$ cat config.mk
export PLATFORM = sky130hd
export DESIGN_NAME = load_store_unit
export DESIGN_NICKNAME = d
export VERILOG_FILES = /design/src/rtl/lsu_pkg.sv /design/src/rtl/load_store_unit_align.sv /design/src/rtl/load_store_unit.sv
export SDC_FILE = /design/constraint.sdc
export NUM_CORES = 1
export LEC_CHECK = 0
export ABC_AREA = 1
export BUFFER_PORTS_ARGS = -buffer_cell sky130_fd_sc_hd__buf_2
export CAP_MARGIN = 25
export CELL_PAD_IN_SITES_DETAIL_PLACEMENT = 1
export CELL_PAD_IN_SITES_GLOBAL_PLACEMENT = 1
export CORE_MARGIN = 8
export CORE_UTILIZATION = 40
export CTS_CLUSTER_SIZE = 20
export DETAILED_ROUTE_END_ITERATION = 6
export PLACE_DENSITY_LB_ADDON = 0.05
export SLEW_MARGIN = 20
export SYNTH_ARGS = -nofsm -noshare
export SYNTH_HDL_FRONTEND = slang
export SYNTH_SLANG_ARGS = --single-unit
export TNS_END_PERCENT = 100
$ cat constraint.sdc
create_clock -name clk -period 3.5 [get_ports clk]
set_input_delay 0.175 -clock clk [delete_from_list [all_inputs] [get_ports clk]]
set_output_delay 0.175 -clock clk [all_outputs]
set_load 0.05 [all_outputs]
$ cat src/rtl/lsu_pkg.sv
// Shared types, func3/cause encodings and access-size decode for the load/store unit.
package lsu_pkg;

    typedef enum logic [0:0] {
        ST_IDLE   = 1'b0,
        ST_ACCESS = 1'b1
    } lsu_state_e;

    localparam logic [2:0] F3_B  = 3'b000;
    localparam logic [2:0] F3_H  = 3'b001;
    localparam logic [2:0] F3_W  = 3'b010;
    localparam logic [2:0] F3_D  = 3'b011;
    localparam logic [2:0] F3_BU = 3'b100;
    localparam logic [2:0] F3_HU = 3'b101;
    localparam logic [2:0] F3_WU = 3'b110;

    localparam logic [3:0] EXC_ILLEGAL     = 4'd2;
    localparam logic [3:0] EXC_LD_MISALIGN = 4'd4;
    localparam logic [3:0] EXC_LD_FAULT    = 4'd5;
    localparam logic [3:0] EXC_ST_MISALIGN = 4'd6;
    localparam logic [3:0] EXC_ST_FAULT    = 4'd7;

    // log2 of the access size in bytes
    function automatic logic [1:0] f3_size(input logic [2:0] func3);
        case (func3)
            F3_B, F3_BU: f3_size = 2'd0;
            F3_H, F3_HU: f3_size = 2'd1;
            F3_W, F3_WU: f3_size = 2'd2;
            default:     f3_size = 2'd3;
        endcase
    endfunction

    function automatic logic f3_legal(input logic [2:0] func3,
                                      input logic       is_store,
                                      input logic       xlen64);
        case (func3)
            F3_B, F3_H, F3_W: f3_legal = 1'b1;
            F3_D:             f3_legal = xlen64;
            F3_BU, F3_HU:     f3_legal = ~is_store;
            F3_WU:            f3_legal = xlen64 & ~is_store;
            default:          f3_legal = 1'b0;
        endcase
    endfunction

endpackage

$ cat src/rtl/load_store_unit_align.sv
// Byte-lane steering: store data/strobe shift-up and load lane extract with sign/zero extension.
module lsu_align
    import lsu_pkg::*;
#(
    parameter int XLEN = 32
) (
    input  logic [2:0]                 st_func3,
    input  logic [$clog2(XLEN/8)-1:0]  st_offset,
    input  logic [XLEN-1:0]            st_wdata,
    output logic [XLEN-1:0]            st_data,
    output logic [XLEN/8-1:0]          st_strb,
    input  logic [2:0]                 ld_func3,
    input  logic [$clog2(XLEN/8)-1:0]  ld_offset,
    input  logic [XLEN-1:0]            ld_rdata,
    output logic [XLEN-1:0]            ld_data
);
    localparam int NB = XLEN / 8;

    logic [1:0]      st_size_s;
    logic [NB-1:0]   base_mask_s;
    logic [1:0]      ld_size_s;
    logic [XLEN-1:0] shifted_s;
    logic [XLEN-1:0] keep_s;
    logic            sign_s;
    logic            fill_s;

    // Store: size mask and data both move up by the byte offset
    always_comb begin
        st_size_s   = f3_size(st_func3);
        base_mask_s = ~({NB{1'b1}} << (4'd1 << st_size_s));
        st_strb     = base_mask_s << st_offset;
        st_data     = st_wdata << {st_offset, 3'b000};
    end

    // Load: bring the lane down to bit 0, keep its bytes, fill the rest with sign or zero
    always_comb begin
        ld_size_s = f3_size(ld_func3);
        shifted_s = ld_rdata >> {ld_offset, 3'b000};
        case (ld_size_s)
            2'd0: begin
                keep_s = XLEN'(8'hFF);
                sign_s = shifted_s[7];
            end
            2'd1: begin
                keep_s = XLEN'(16'hFFFF);
                sign_s = shifted_s[15];
            end
            2'd2: begin
                keep_s = XLEN'(32'hFFFF_FFFF);
                sign_s = shifted_s[31];
            end
            default: begin
                keep_s = {XLEN{1'b1}};
                sign_s = shifted_s[XLEN-1];
            end
        endcase
        fill_s  = sign_s & ~ld_func3[2];
        ld_data = (shifted_s & keep_s) | ({XLEN{fill_s}} & ~keep_s);
    end

endmodule

$ cat src/rtl/load_store_unit.sv
// Handshaked multi-cycle load/store controller between execute and the data memory port.
// Two-state FSM with a bus timeout; every output except stall comes straight from a register.
module load_store_unit
    import lsu_pkg::*;
#(
    parameter int XLEN    = 32,
    parameter int TIMEOUT = 16
) (
    input  logic              clk,
    input  logic              rst,
    input  logic              req_valid,
    output logic              req_ready,
    input  logic              req_is_store,
    input  logic [2:0]        req_func3,
    input  logic [XLEN-1:0]   req_addr,
    input  logic [XLEN-1:0]   req_wdata,
    input  logic [4:0]        req_rd,
    output logic              stall,
    output logic [XLEN-1:0]   mem_addr,
    output logic [XLEN-1:0]   mem_wdata,
    output logic [XLEN/8-1:0] mem_wstrb,
    output logic              mem_rd_en,
    output logic              mem_wr_en,
    input  logic              mem_ready,
    input  logic [XLEN-1:0]   mem_rdata,
    output logic              wb_valid,
    output logic [4:0]        wb_rd,
    output logic [XLEN-1:0]   wb_data,
    output logic              exc_valid,
    output logic [3:0]        exc_cause,
    output logic [XLEN-1:0]   exc_addr
);
    localparam int OFF_W = $clog2(XLEN / 8);
    localparam int CNT_W = (TIMEOUT > 0) ? $clog2(TIMEOUT + 1) : 1;
    localparam logic [CNT_W-1:0] TO_LAST = (TIMEOUT > 0) ? CNT_W'(TIMEOUT - 1) : '0;

    lsu_state_e      state_r;
    logic [CNT_W-1:0] cnt_r;
    logic            is_store_r;
    logic [2:0]      func3_r;
    logic [XLEN-1:0] addr_r;
    logic [4:0]      rd_r;

    logic [1:0]       size_s;
    logic             legal_s;
    logic             misalign_s;
    logic             fault_s;
    logic             timeout_hit_s;
    logic [XLEN-1:0]  st_data_s;
    logic [XLEN/8-1:0] st_strb_s;
    logic [XLEN-1:0]  ld_data_s;

    lsu_align #(.XLEN(XLEN)) u_align (
        .st_func3  (req_func3),
        .st_offset (req_addr[OFF_W-1:0]),
        .st_wdata  (req_wdata),
        .st_data   (st_data_s),
        .st_strb   (st_strb_s),
        .ld_func3  (func3_r),
        .ld_offset (addr_r[OFF_W-1:0]),
        .ld_rdata  (mem_rdata),
        .ld_data   (ld_data_s)
    );

    // Request screening: legality first, then natural alignment
    always_comb begin
        size_s        = f3_size(req_func3);
        legal_s       = f3_legal(req_func3, req_is_store, XLEN == 64);
        misalign_s    = |(req_addr[OFF_W-1:0] & OFF_W'((4'd1 << size_s) - 4'd1));
        fault_s       = ~legal_s | misalign_s;
        timeout_hit_s = (TIMEOUT > 0) && (cnt_r == TO_LAST);
    end

    // Hold upstream while busy, and in the very cycle a faulting request is presented
    assign stall = rst & ((state_r != ST_IDLE) | (req_valid & (state_r == ST_IDLE) & fault_s));

    // FSM, timeout counter and registered outputs
    always_ff @(posedge clk or negedge rst) begin
        if (!rst) begin
            state_r    <= ST_IDLE;
            cnt_r      <= '0;
            is_store_r <= 1'b0;
            func3_r    <= 3'b000;
            addr_r     <= '0;
            rd_r       <= 5'd0;
            req_ready  <= 1'b1;
            mem_addr   <= '0;
            mem_wdata  <= '0;
            mem_wstrb  <= '0;
            mem_rd_en  <= 1'b0;
            mem_wr_en  <= 1'b0;
            wb_valid   <= 1'b0;
            wb_rd      <= 5'd0;
            wb_data    <= '0;
            exc_valid  <= 1'b0;
            exc_cause  <= 4'd0;
            exc_addr   <= '0;
        end else begin
            wb_valid  <= 1'b0;
            exc_valid <= 1'b0;
            case (state_r)
                ST_IDLE: begin
                    if (req_valid) begin
                        if (!legal_s) begin
                            exc_valid <= 1'b1;
                            exc_cause <= EXC_ILLEGAL;
                            exc_addr  <= req_addr;
                        end else if (misalign_s) begin
                            exc_valid <= 1'b1;
                            exc_cause <= req_is_store ? EXC_ST_MISALIGN : EXC_LD_MISALIGN;
                            exc_addr  <= req_addr;
                        end else begin
                            state_r    <= ST_ACCESS;
                            req_ready  <= 1'b0;
                            cnt_r      <= '0;
                            is_store_r <= req_is_store;
                            func3_r    <= req_func3;
                            addr_r     <= req_addr;
                            rd_r       <= req_rd;
                            mem_addr   <= {req_addr[XLEN-1:OFF_W], {OFF_W{1'b0}}};
                            mem_wdata  <= st_data_s;
                            mem_wstrb  <= req_is_store ? st_strb_s : '0;
                            mem_rd_en  <= ~req_is_store;
                            mem_wr_en  <= req_is_store;
                        end
                    end
                end
                ST_ACCESS: begin
                    if (mem_ready) begin
                        state_r   <= ST_IDLE;
                        req_ready <= 1'b1;
                        mem_rd_en <= 1'b0;
                        mem_wr_en <= 1'b0;
                        if (!is_store_r) begin
                            wb_valid <= 1'b1;
                            wb_rd    <= rd_r;
                            wb_data  <= ld_data_s;
                        end
                    end else if (timeout_hit_s) begin
                        state_r   <= ST_IDLE;
                        req_ready <= 1'b1;
                        mem_rd_en <= 1'b0;
                        mem_wr_en <= 1'b0;
                        exc_valid <= 1'b1;
                        exc_cause <= is_store_r ? EXC_ST_FAULT : EXC_LD_FAULT;
                        exc_addr  <= addr_r;
                    end else begin
                        cnt_r <= cnt_r + CNT_W'(1);
                    end
                end
                default: begin
                    state_r   <= ST_IDLE;
                    req_ready <= 1'b1;
                    mem_rd_en <= 1'b0;
                    mem_wr_en <= 1'b0;
                end
            endcase
        end
    end

endmodule

# Word-level counts from Yosys, hierarchy flattened
# Cells that the tools add are included.
classes:
  n_addsub: 2
  n_eq_ne: 20
  shifts: 5
  muxes: 57
  bitwise_logic: 18
  n_reduce_logical: 17
ops:
  columns: ["op", "n"]
  rows:
  - ["2-to-1 mux 32 bit", 5]
  - ["case mux 32 bit (2 select lines)", 2]
  - ["AND 32 bit", 2]
  - ["NOT 32 bit", 1]
  - ["bitwise OR 32 bit", 1]
  - ["left shift 32 x 5 -> 32 bit", 1]
  - [">> shifter 32 x 5 -> 32 bit", 1]
  - ["2-to-1 mux 1 bit", 26]
  - ["2-to-1 mux 5 bit", 5]
  - ["2-to-1 mux 4 bit", 6]
  - ["equality test 3 bit, second input constant", 6]
  - ["OR reduction 2 bit", 8]
  - ["case mux 1 bit (2 select lines)", 7]
  - ["case mux 2 bit (3 select lines)", 2]
  - ["AND reduction 4 bit", 3]
  - ["!= test 2 bit, second input constant", 5]
  - ["case mux 5 bit (2 select lines)", 1]
  - ["case mux 4 bit (2 select lines)", 1]
  - ["equality test 3 x 1 -> 1 bit, second input constant", 2]
  - ["equality test 3 x 2 -> 1 bit, second input constant", 2]
  - ["logical NOT 3 bit", 2]
  - ["NOT 1 bit", 6]
  - ["adder 5 x 1 -> 5 bit, second input constant", 1]
  - ["equality test 5 x 4 -> 1 bit, second input constant", 1]
  - ["other kinds (17)", 22]
totals:
  regBits: 191
  in_bits: 109
  output_inout_bits: 147

# Logic depth before layout (Yosys ltp)
# Gate-level depths: netlist (run 1).
depth:
  ltp_word: 11
  ltp_mapped: 11
  mapped_depth_nobuf: 9

# Cells and area by module
# A second synthesis (run 1) with hierarchy kept.
unflattened:
  cells_unflattened: 1098
  area_unflattened_um2: 8319.2
by_module_without_submodules:
  columns: ["mod", "instances", "cells_each", "area_each_um2"]
  rows:
  - ["load_store_unit", 1, 809, 7024.2]
  - ["lsu_align", 1, 289, 1295.0]

# Worst setup path after synthesis (run 1)
# No wires, ideal clock.
synth_path:
  path_type: "flip-flop to output port"
  startpoint: "register state_r"
  endpoint: "output port stall"
  arrival_ps: 1965
  required_ps: 3325
  setup_slack_ps: 1360
  stages_incl_launch_ff: 5
  path_cell_list: "dfrtp_1 -> inv_2 -> clkbuf_1 -> clkbuf_1 -> a21boi_0"
synth_via:
  elab_chain_cells: 5
synth_lines:
  columns: ["element", "line", "text"]
  rows:
  - ["start: declaration", "load_store_unit.sv:37", "lsu_state_e state_r;"]
  - ["start signal: assignment", "load_store_unit.sv:80", "state_r <= ST_IDLE;"]
  - ["start signal: assignment", "load_store_unit.sv:113", "state_r <= ST_ACCESS;"]
  - ["start signal: assignment", "load_store_unit.sv:130", "state_r <= ST_IDLE;"]
  - ["NOT 1 bit (no source line)", null, null]
  - ["AND 1 bit (2 in series)", "load_store_unit.sv:75", "assign stall = rst & ((state_r != ST_IDLE) | (req_valid & (state_r == ST_IDLE) & fault_s));"]
  - ["bitwise OR 1 bit *", "load_store_unit.sv:75", null]
  - ["AND 1 bit *", "load_store_unit.sv:75", null]
  - ["end: declaration", "load_store_unit.sv:18", "output logic stall,"]
# Mark *: on every way between the ends. The rest lies on a longest branch, timed or not.

# Worst setup path in the final report (run 1)
layout_path:
  startpoint: "register addr_r[1]"
  endpoint: "register wb_data[13]"
layout_via:
  elab_chain_cells: 5
  word_cells_on_any_way: 6
layout_lines:
  columns: ["element", "line", "text"]
  rows:
  - ["start: declaration", "load_store_unit.sv:41", "logic [XLEN-1:0] addr_r;"]
  - ["start signal: assignment", "load_store_unit.sv:118", "addr_r <= req_addr;"]
  - [">> shifter 32 x 5 -> 32 bit *", "load_store_unit_align.sv:38", "shifted_s = ld_rdata >> {ld_offset, 3'b000};"]
  - ["case mux 1 bit (2 select lines)", "load_store_unit_align.sv:39", "case (ld_size_s)"]
  - ["AND 1 bit", "load_store_unit_align.sv:57", "fill_s = sign_s & ~ld_func3[2];"]
  - ["AND 32 bit", "load_store_unit_align.sv:58", "ld_data = (shifted_s & keep_s) | ({XLEN{fill_s}} & ~keep_s);"]
  - ["bitwise OR 32 bit *", "load_store_unit_align.sv:58", null]
  - ["end signal: assignment", "load_store_unit.sv:137", "wb_data <= ld_data_s;"]
  - ["end: declaration", "load_store_unit.sv:28", "output logic [XLEN-1:0] wb_data,"]
# Marks and branches as above.
# A chain may end at the register's enable or synchronous reset.

==> metrics.md, run 1 <==
| Metric | Value |
|---|---|
| Effective utilization at floorplan | 0.406 |
| Fraction of registers with async set/reset | 1.00 |
| Final Hold Viols | 0 |
| Sum Neg Setup Slack | 0 ps |
| Routed vias | between 7k and 8k |
| Max Cap Viol | 0 |
| Yosys warns | 0 |
| Postcts setup bufs | 0 |
| Routability cong. | between 0.8 and 0.9 |
| Layout Nets | between 1k and 1.5k |
| Final core utilization | 0.498 |
| HP Class | in -> reg |
| Largest net degree at the start of global routing | 110 |
| Clk slew on worst S/H paths | roughly 70 ps |
| Core ar. | 19500 sq um |
| Port buffer count | approximately 250 |
| Critical Path AT | between 2000 and 3000 ps |
| Final period utilization | 0.668 |
| H-tree lvl count | 4 |
| Layout cell share with drive strength beyond 1 | 0.280 |
| Total power | approximately 8300 uW |
| Final number of max-transition violations | 0 |
| Residual overflow from global routing | 0 |
| Clock Tree Buf Depth | 2 |
| Final setup fails | 0 |
| Std cell rows | 51 |
| Antenna Violating Nets Remaining | 0 |
| Worst Setup Path Type | reg -> reg |
| Fillers | approximately 2.5k |
| Die height | around 160 um |
| Area Growth Syn to Fin | 22.5% |
| RSZ-0062 raised after global routing | false |
| Chip width | about 160 um |
| Average cell area after synthesis | 8.22 sq um |
| Hold Path Stages | 3 |
| GRT Total Usage | 0.213 |
| Multi-input gate area | 3020 sq um |
| Vias in the first global route | about 7.7k |
| DRT Wirelength | about 25000 um |
| First-pass DRT Iterations | 4 |
| Netlist area before placement | 7910 sq um |
| Root Driver | clkbuf_16 |
| Sw Share | 0.490 |
| Clock share of power | 0.226 |
| Drc violations | 0 |
| HPWL after DPL | about 18000 um |
| Seq cells post-synth | 160 |
| Pint | 4260 uW |
| Status | finished clean |
| TritonCTS clock tree | built |
| Crit path time final | 2340 ps |
| Worst path required time | ~3800 ps |
| CTS sink count | 160 |
| Via-to-Cell Ratio | between 4 and 5 |
| Slew @ Worst Pin | 731 ps |
| Leakage | 0.00526 uW |
| IO Count | roughly 260 |
| Initial antenna violation count | 3 |
| Combinational Power Share | 0.443 |
| Clk_skew | roughly 8.6 ps |
| Skew-Pair Late Insertion Delay | ~420 ps |
| Type of origin of the critical path | flip-flop |
| Worst-path maximum fanout | 23 |
| Max Fclk | 428 MHz |
| Crit end category | flip-flop |
| Pwr Density | ~860 nW/um^2 |
| Total die area | ~25000 sq um |
| Sequential share of the synthesized area | 0.506 |
| PostCTS Resize Cnt | 0 |
| Top FF cell, synth | dfrtp_1 |
| Starting DRC count in detailed routing | just over 300 |
| Area occupied by registers | roughly 4000 sq um |
| Sw Pwr | about 4100 uW |
| WL/cell | approximately 18 um |
| Max-slew headroom | 0.512 |
| First-pass GRT wire length | just over 40000 um |
| Peak supply drop | approximately 0.00040 V |
| Number of synthesized flops with an enable pin | 0 |
| Hold-fix buffers at CTS | 11 |
| Cells after synthesis | between 900 and 1k |
| Register-to-Register Path Depth | 6 |
| Cts bufs inserted | 17 |
| Synth unique cells | 34 |
| Sequential share of power | 0.331 |
per-layer routing:
metal / wire length, um / track usage
met1: 11300 / 0.266
met4: 240 / 0.0503
met5: 13 / 0
met3: 1820 / 0.0703
met2: 12100 / 0.349
per-stage QoR:
stage | setup WS, ps | instances | area, sq um | hold WS (ps)
5_1_grt | 905 | 1442 | 9690 | 4.83
2_1_floorplan | 1360 | 964 | 7920 | -121
4_1_cts | 1170 | 1440 | 9680 | 0.458
6_report | 1160 | 1442 | 9690 | 16.6
3_5_place_dp | 1180 | 1398 | 8990 | 160
3_3_place_gp | 1280 | 1398 | 8990 | 156
worst max-delay path: stages (launching register included):
cell and delay [ps]:
dfrtp_1 680, inv_1 500, nand3_1 280, nand3_1 120
nand3_2 110, nand3_1 300, a21oi_1 260
power by group through the flow:
| stage | combinational [uW] | clock [uW] | sequential [uW] |
|---|---|---|---|
| global placement | 3660 | 0 | 2780 |
| detailed placement | 3720 | 0 | 2790 |
| finish | 3700 | 1890 | 2760 |
| floorplan | 1410 | 0 | 4210 |
| global route | 3960 | 2000 | 2840 |
| CTS | 3740 | 1930 | 2760 |
synth_stat cells, drive strengths merged (2+ instances only):
cell	n	area, sq um
o21ai	111	649
o22ai	2	12.5
buf	71	533
nand2	315	1210
clkbuf	19	71.3
o211ai	39	293
inv	74	285
a211oi	7	52.6
nor2	67	254
nor3	2	21.3
ha	2	25.0
nand3	31	173
a21oi	56	280
dfrtp	159	3980
cells in the final DEF, fill, tap and decap left out, types with 2 or more instances in the layout:
master / Yosys / final
nand2_1: 311 / 311
buf_2: 18 / 251
dfrtp_1: 159 / 159
o21ai_0: 78 / 78
inv_1: 68 / 68
nor2_1: 66 / 66
a21oi_1: 56 / 56
o211ai_1: 39 / 39
nand3_1: 29 / 29
o21ai_2: 25 / 25
clkbuf_16: 0 / 17
dlygate4sd3_1: 0 / 11
o21ai_1: 8 / 8
a211oi_1: 7 / 7
buf_4: 39 / 5
clkinvlp_4: 0 / 4
inv_2: 3 / 3
inv_4: 3 / 3
nand2_4: 3 / 3
conb_1: 1 / 3
clkinv_4: 0 / 3
diode_2: 0 / 2
o22ai_1: 2 / 2
ha_1: 2 / 2
inv_6: 0 / 2
bufinv_16: 0 / 2
inv_8: 0 / 2
buf_12: 0 / 2
final timing paths:
kind	start	to	slack [ps]
worst min register to register	exc_cause[0]	exc_cause[0]	470
min in group asynchronous	rst	wb_data[22]	260
worst min-delay path	req_addr[8]	addr_r[8]	20
worst max-delay path	addr_r[1]	wb_data[13]	1160
worst max register to register	addr_r[1]	wb_data[13]	1160
max in group asynchronous	rst	mem_wdata[30]	2190
cell type report:
cell class,instances,area share
diodes,2,0.000517
clock buffers,18,0.0443
clock inverters,13,0.0161
inverters,74,0.0294
multi-input cells,640,0.312
flip-flops and latches,160,0.413
well taps,265,0.0342
repair buffers,270,0.150
sequential cells by signal (all words and copies together) (netlist names):
| name | cells |
|---|---|
| addr_r | 31 |
| mem_wstrb | 4 |
| mem_wr_en | 1 |
| mem_addr | 1 |
| exc_valid | 1 |
| mem_wdata | 32 |
| func3_r | 3 |
| exc_addr | 32 |
| is_store_r | 1 |
| exc_cause | 3 |
| state_r | 1 |
| wb_valid | 1 |
| wb_rd | 5 |
| req_ready | 1 |
| cnt_r | 5 |
| wb_data | 32 |
| mem_rd_en | 1 |
| rd_r | 5 |
logic make-up after synthesis:
logic type      count (synthesis)  synth area share
fa+ha+maj                       2           0.00316
compound gates                217             0.165
mux                             1           0.00127
xor+xnor                        1           0.00111
flops                         160             0.506
buf+inv                       164             0.112
simple gates                  416             0.210
other cells                     1          0.000474
Note: power is estimated with default switching activity, not from simulation.
==> run 2: changes to the inputs <==
--- a/config.mk
+++ b/config.mk
@@ -5,13 +5,13 @@
 export SDC_FILE = /design/constraint.sdc
 export NUM_CORES = 1
 export LEC_CHECK = 0
-export ABC_AREA = 1
+export ABC_AREA = 0
 export BUFFER_PORTS_ARGS = -buffer_cell sky130_fd_sc_hd__buf_2
 export CAP_MARGIN = 25
 export CELL_PAD_IN_SITES_DETAIL_PLACEMENT = 1
 export CELL_PAD_IN_SITES_GLOBAL_PLACEMENT = 1
 export CORE_MARGIN = 8
-export CORE_UTILIZATION = 40
+export CORE_UTILIZATION = 34
 export CTS_CLUSTER_SIZE = 20
 export DETAILED_ROUTE_END_ITERATION = 6
 export PLACE_DENSITY_LB_ADDON = 0.05
==> constraint.sdc (replaced) <==
create_clock -name clk -period 2.12 [get_ports clk]
set_input_delay 0.106 -clock clk [delete_from_list [all_inputs] [get_ports clk]]
set_output_delay 0.106 -clock clk [all_outputs]
set_load 0.05 [all_outputs]
==> run 2 against run 1 <==
  * Final cell count decreased by 5.5%
  * Total power up 63%
  * Sequential power increased by 64%
  * Final area grew 6.0%
  * Flip-flop and latch count is the same
  * Global-route usage is 3.1 points lower
  * Critical path type is now in -> out
  * Largest cell class unchanged
==> metrics.md, run 2 <==
| Metric | Value |
|---|---|
| Post-synth top area cell | dfrtp_1 |
| Slowest-stage cell, CP | dlygate4sd3_1 |
| Ranking of synthesized cells by area | dfrtp_1 52%, mux2i_1 8.6%, nand2_1 8.6% |
| Drc violations | 0 |
| GRT Total Usage | 0.182 |
| Vias in the first global route | around 7.1k |
| Postcts setup bufs | 0 |
| Crit path time final | roughly 2000 ps |
| IO Count | roughly 260 |
| Clk slew on worst S/H paths | roughly 60 ps |
| Root Driver | clkbuf_16 |
| Commonest non-fill, non-tap cell in the layout | buf_2 |
| Chip width | 166 um |
| Initial antenna violation count | 1 |
| H-tree lvl count | 4 |
| Most instantiated cells after synthesis | 176 x nand2_1, 159 x dfrtp_1, 78 x nor2_1, 66 x mux2i_1, 63 x a21oi_1 |
| Top FF cell, synth | dfrtp_1 |
| CTS sink count | 160 |
| RSZ-0062 raised after global routing | false |
| First-pass GRT wire length | about 40000 um |
| DRT Wirelength | roughly 25000 um |
| Status | finished clean |
| Number of synthesized flops with an enable pin | 0 |
| Max-slew headroom | 0.597 |
| HPWL after DPL | 18000 um |
| Most common cell in the netlist | nand2_1 |
| Sequential share of the synthesized area | 0.523 |
| Final number of max-transition violations | 0 |
| Skew-Pair Late Insertion Delay | between 400 and 500 ps |
| Routed vias | ~6.5k |
| Final period utilization | 0.946 |
| Pint | around 7100 uW |
| Placed cells | roughly 1.3k |
| Via-to-Cell Ratio | roughly 4.8 |
| Largest net degree at the start of global routing | just under 80 |
| Sw Share | 0.479 |
| Worst path required time | ~2000 ps |
| Max Fclk | 498 MHz |
| Starting DRC count in detailed routing | between 300 and 400 |
| Worst Setup Path Type | in -> out |
| Pwr Density | between 1000 and 1500 nW/um^2 |
| Post-Layout Cell Count | ~1.4k |
| Final core utilization | 0.459 |
| Clk_skew | ~11 ps |
| Peak supply drop | approximately 0.00048 V |
| Total die area | 27600 sq um |
| Sum Neg Setup Slack | 0 ps |
| Worst path most repeated cell | buf_2 |
| WL/cell | around 18 um |
| Fraction of registers with async set/reset | 1.00 |
| Leakage | ~0.005 uW |
| Critical Path AT | ~1900 ps |
| Cts bufs inserted | 17 |
| Max Cap Viol | 0 |
| Post-synth top area share | 0.519 |
| Most frequent cells in the layout | 251 x buf_2, 176 x nand2_1, 158 x dfrtp_1 |
| Routability cong. | 0.756 |
| Sw Pwr | 6500 uW |
| Area Growth Syn to Fin | 34.0% |
| Layout Nets | about 1.2k |
| Average cell area after synthesis | 9.71 sq um |
| Hold-fix buffers at CTS | 65 |
| Final setup fails | 0 |
| Type of origin of the critical path | input pin |
| Yosys warns | 0 |
| Std cell rows | 55 |
| CP peak stage delay | 510 ps |
| Layout cell share with drive strength beyond 1 | 0.318 |
| HP Class | in -> reg |
| Cells after synthesis | a little under 800 |
| PostCTS Resize Cnt | 0 |
| Antenna Violating Nets Remaining | 0 |
| Worst-path maximum fanout | 6 |
| Combinational Power Share | 0.446 |
| Crit-path cells | dlygate4sd3_1 > buf_2 > nor4_4 > buf_4 > or3_1 > a21boi_0 > buf_2 |
| Crit end category | output port |
| Final Hold Viols | 0 |
| Seq cells post-synth | 160 |
| First-pass DRT Iterations | 4 |
| Fillers | between 2k and 3k |
| Synth unique cells | between 40 and 50 |
| Slew @ Worst Pin | 604 ps |
| Die height | between 150 and 200 um |
| Ant diodes | 0 |
| Sequential share of power | 0.333 |
| Core ar. | around 22000 sq um |
| Clock Tree Buf Depth | 2 |
| Clock share of power | 0.221 |
| TritonCTS clock tree | built |
| Effective utilization at floorplan | 0.343 |
| Residual overflow from global routing | 0 |
| Netlist area before placement | around 7700 sq um |
| Largest regs | exc_addr: 32 flops, mem_wdata: 32 flops, wb_data: 32 flops |
| Port buffer count | around 250 |
run 2: cell types whose count changed in the layout (fill, tap and decap cells not counted), sizes merged, moves of 21 or more:
cell,previous run,this run
dlygate4sd3,11,65
o21ai,111,25
mux2,0,21
nand2,315,176
o211ai,39,0
mux2i,1,66
inv,78,13
nand3,31,7
run 2: through the flow:
| stage | hold WS [ps] | setup WS [ps] | total power [uW] | cell area [sq um] |
|---|---|---|---|---|
| after floorplan | -190 | 152 | 9120 | 7670 |
| after global placement | 54.3 | 319 | 10600 | 9040 |
| after detailed placement | 55.7 | 279 | 10600 | 9040 |
| after CTS | 8.20 | 113 | 13800 | 10300 |
| after global routing | 34.9 | 8.19 | 14300 | 10300 |
| final | 26.0 | 114 | 13600 | 10300 |
run 2: cell families after synthesis:
family | count (synthesis) | synth area share
compound gates | 143 | 0.118
xor+xnor | 3 | 0.00343
fa+ha+maj | 2 | 0.00326
buf+inv | 92 | 0.0674
flops | 160 | 0.523
mux | 87 | 0.117
other cells | 1 | 0.000489
simple gates | 301 | 0.168
run 2: path summary, 6_finish.rpt:
| check | endpoint | start | cells after the start | slack [ps] |
|---|---|---|---|---|
| max | stall | req_func3[0] | 7 | 110 |
| min | wb_data[13] | mem_rdata[21] | 3 | 30 |
| max reg2reg | exc_cause[1] | cnt_r[0] | 8 | 240 |
| min reg2reg | mem_wdata[8] | mem_wdata[8] | 2 | 480 |
| max in group asynchronous | exc_addr[2] | rst | 3 | 940 |
| min in group asynchronous | is_store_r | rst | 2 | 240 |
run 2: cell type report:
class / instances / area [sq um] / area share
Clock inverter: 14 / 145 / 0.0141
Multi-Input combinational cell: 539 / 3160 / 0.308
Timing Repair Buffer: 341 / 2150 / 0.209
Tap cell: 285 / 357 / 0.0347
Sequential cell: 160 / 4010 / 0.390
Inverter: 5 / 18.8 / 0.00183
Clock buffer: 18 / 429 / 0.0418
run 2: power groups by stage:
stage / sequential [uW] / combinational (uW) / clock (uW)
2_1_floorplan: 6930 / 2190 / 0
3_3_place_gp: 4580 / 5980 / 0
3_5_place_dp: 4600 / 6030 / 0
4_1_cts: 4550 / 6140 / 3110
5_1_grt: 4660 / 6430 / 3220
6_report: 4530 / 6050 / 3000
run 2: worst max-delay path: cells and delay by family:
kind,cells,cell delay [ps]
buffers and inverters,4,1200
AND/OR/NAND/NOR,2,370
AO/OA/AOI/OAI,1,210
run 2: routing by layer:
layer	up-vias	routed length [um]	GRT usage
met1	3145	11600	0.237
met3	20	1270	0.0506
li1	3184	-	-
met5	-	12	0
met2	152	11800	0.295
met4	2	310	0.0443
==> run 3: changes to the inputs <==
--- a/config.mk
+++ b/config.mk
@@ -15,6 +15,7 @@
 export CTS_CLUSTER_SIZE = 20
 export DETAILED_ROUTE_END_ITERATION = 6
 export PLACE_DENSITY_LB_ADDON = 0.05
+export REMOVE_ABC_BUFFERS = 1
 export SLEW_MARGIN = 20
 export SYNTH_ARGS = -nofsm -noshare
 export SYNTH_HDL_FRONTEND = slang
==> run 3 against run 2 <==
  * Routed wire length shrank 0.20%
  * Largest cell class unchanged
  * Flip-flop and latch count is the same
  * Critical path type is now reg -> reg
  * Final cell count grew 0.81%
  * Die area is the same
  * Worst hold slack lost 6.7 ps
  * Non-clock buffer count grew 9
  * Largest power group unchanged
  * Count of clock-buffer cells in the layout is the same
  * Total power grew 2.8%
  * Via count grew 2.4%
  * Register-to-register slack lost 100 ps
  * First-iteration DRC count shrank 6.0%
  * Combinational power grew 1%
==> metrics.md, run 3 (synthesis results as in run 2) <==
| Metric | Value |
|---|---|
| H-tree lvl count | 4 |
| Final worst slack | 136 ps |
| First-pass GRT wire length | about 40000 um |
| Clk_skew | between 10 and 15 ps |
| Max Fclk | 504 MHz |
| Slew @ Worst Pin | between 700 and 800 ps |
| Crit end category | flip-flop |
| Placed inst area | 9110 sq um |
| WL/cell | around 18 um |
| Pre-CTS WS | around 96 ps |
| Initial antenna violation count | 6 |
| Max-slew headroom | 0.484 |
| Antenna Violating Nets Remaining | 0 |
| Met2 usage | 0.287 |
| Skew-Pair Late Insertion Delay | 430 ps |
| Worst Setup Path Type | reg -> reg |
| Via-to-Cell Ratio | 4.85 |
| Routed vias | about 6.7k |
| Final Hold Viols | 0 |
| Final number of max-transition violations | 0 |
| Port buffer count | between 200 and 300 |
| First-pass DRT Iterations | 4 |
| Peak supply drop | ~0.00055 V |
| Die height | roughly 170 um |
| Pwr Density | ~1300 nW/um^2 |
| Starting DRC count in detailed routing | 314 |
| Leakage | approximately 0.0051 uW |
| HP Class | in -> reg |
| Commonest non-fill, non-tap cell in the layout | buf_2 |
| Cts bufs inserted | 17 |
| Final core utilization | 0.466 |
| Core ar. | roughly 22000 sq um |
| Routing usage on met1 | 0.231 |
| Worst-path maximum fanout | 27 |
| Vias in the first global route | 7048 |
| Layout cell share with drive strength beyond 1 | 0.321 |
| Clk slew on worst S/H paths | 70 ps |
| Total power | ~14000 uW |
| Type of origin of the critical path | flip-flop |
| Crit path time final | between 1500 and 2000 ps |
| Largest regs | exc_addr: 32 flops, mem_wdata: 32 flops, wb_data: 32 flops |
| Placed cells | between 1k and 1.5k |
| Root Driver | clkbuf_16 |
| DRT Wirelength | about 25000 um |
| Final instance area | approximately 10000 sq um |
| Fillers | around 2.6k |
| Max Cap Viol | 0 |
| CTS sink count | 160 |
| Total die area | around 28000 sq um |
| Chip width | approximately 170 um |
| Largest net degree at the start of global routing | about 140 |
| IO Count | 256 |
| Area Growth Syn to Fin | 36.0% |
| GRT Total Usage | 0.182 |
| Final period utilization | 0.936 |
| Most frequent cells in the layout | 251 x buf_2, 176 x nand2_1, 158 x dfrtp_1 |
| Critical Path AT | about 2300 ps |
| GRT Max-Usage Layer | met2 |
| Multi-input gate area | about 3200 sq um |
| Drc violations | 0 |
| Flop-to-flop setup slack | between 100 and 150 ps |
| Status | finished clean |
| Met3 Usage GRT | 0.0675 |
| Effective utilization at floorplan | 0.343 |
| Post-Layout Cell Count | around 1.4k |
| Residual overflow from global routing | 0 |
| Area occupied by registers | between 4000 and 5000 sq um |
| Routability cong. | between 0.7 and 0.8 |
| Worst path required time | 2430 ps |
| Final setup fails | 0 |
| Std cell rows | 55 |
| TritonCTS clock tree | built |
| Layout Nets | ~1.2k |
| HPWL after DPL | around 18000 um |
| Clock Tree Buf Depth | 2 |
| RSZ-0062 raised after global routing | false |
## run 3: layout make-up
type,instances,share of cell area
Antenna cell,2,0.000480
Clock buffer,18,0.0412
Clock inverter,14,0.0184
Inverter,5,0.00180
Multi-Input combinational cell,539,0.304
Sequential cell,160,0.384
Tap cell,285,0.0342
Timing Repair Buffer,350,0.216
## run 3: path summary, 6_finish.rpt
check,start,endpoint,cells after the start
min,req_func3[0],func3_r[0],3
max reg2reg,cnt_r[0],exc_addr[28],9
max in group asynchronous,rst,exc_addr[12],3
max,cnt_r[0],exc_addr[28],9
min in group asynchronous,rst,exc_addr[8],2
min reg2reg,mem_wstrb[3],mem_wstrb[3],2
## run 3: power by group
part / internal, uW / leakage [uW] / switching, uW / total (uW)
logic: 1570 / 0.00283 / 4550 / 6120
clock network: 1900 / 0.000305 / 1410 / 3320
registers: 3960 / 0.00194 / 557 / 4520
## run 3: worst max-delay path, stage by stage (launching register included)
cell and delay, ps:
dfrtp_1 410, ha_1 220, and3_1 190, ha_1 210
nand3b_1 170, o41ai_4 170, buf_6 190, buf_12 160
nor2_1 90, a21oi_1 50
## run 3: per-stage QoR
step / hold WS (ps) / setup TNS (ps)
finish: 19.4 / 0
global route: 17.1 / 0
CTS: 7.87 / 0
detailed placement: -16.0 / 0
global placement: -13.2 / 0
floorplan: -190 / -246040
## run 3: timing repair
action	in CTS	in global routing
setup endpoints to repair	0	12
gates resized for setup	0	1
buffers inserted	0	1
hold buffers	67	0
endpoints found under the hold margin	110	0
## run 3: layer usage
layer / up-vias / part of all wire
met3: 27 / 0.072
met4: 8 / 0.013
met2: 162 / 0.46
met5: - / 0.0018
li1: 3216 / -
met1: 3249 / 0.45
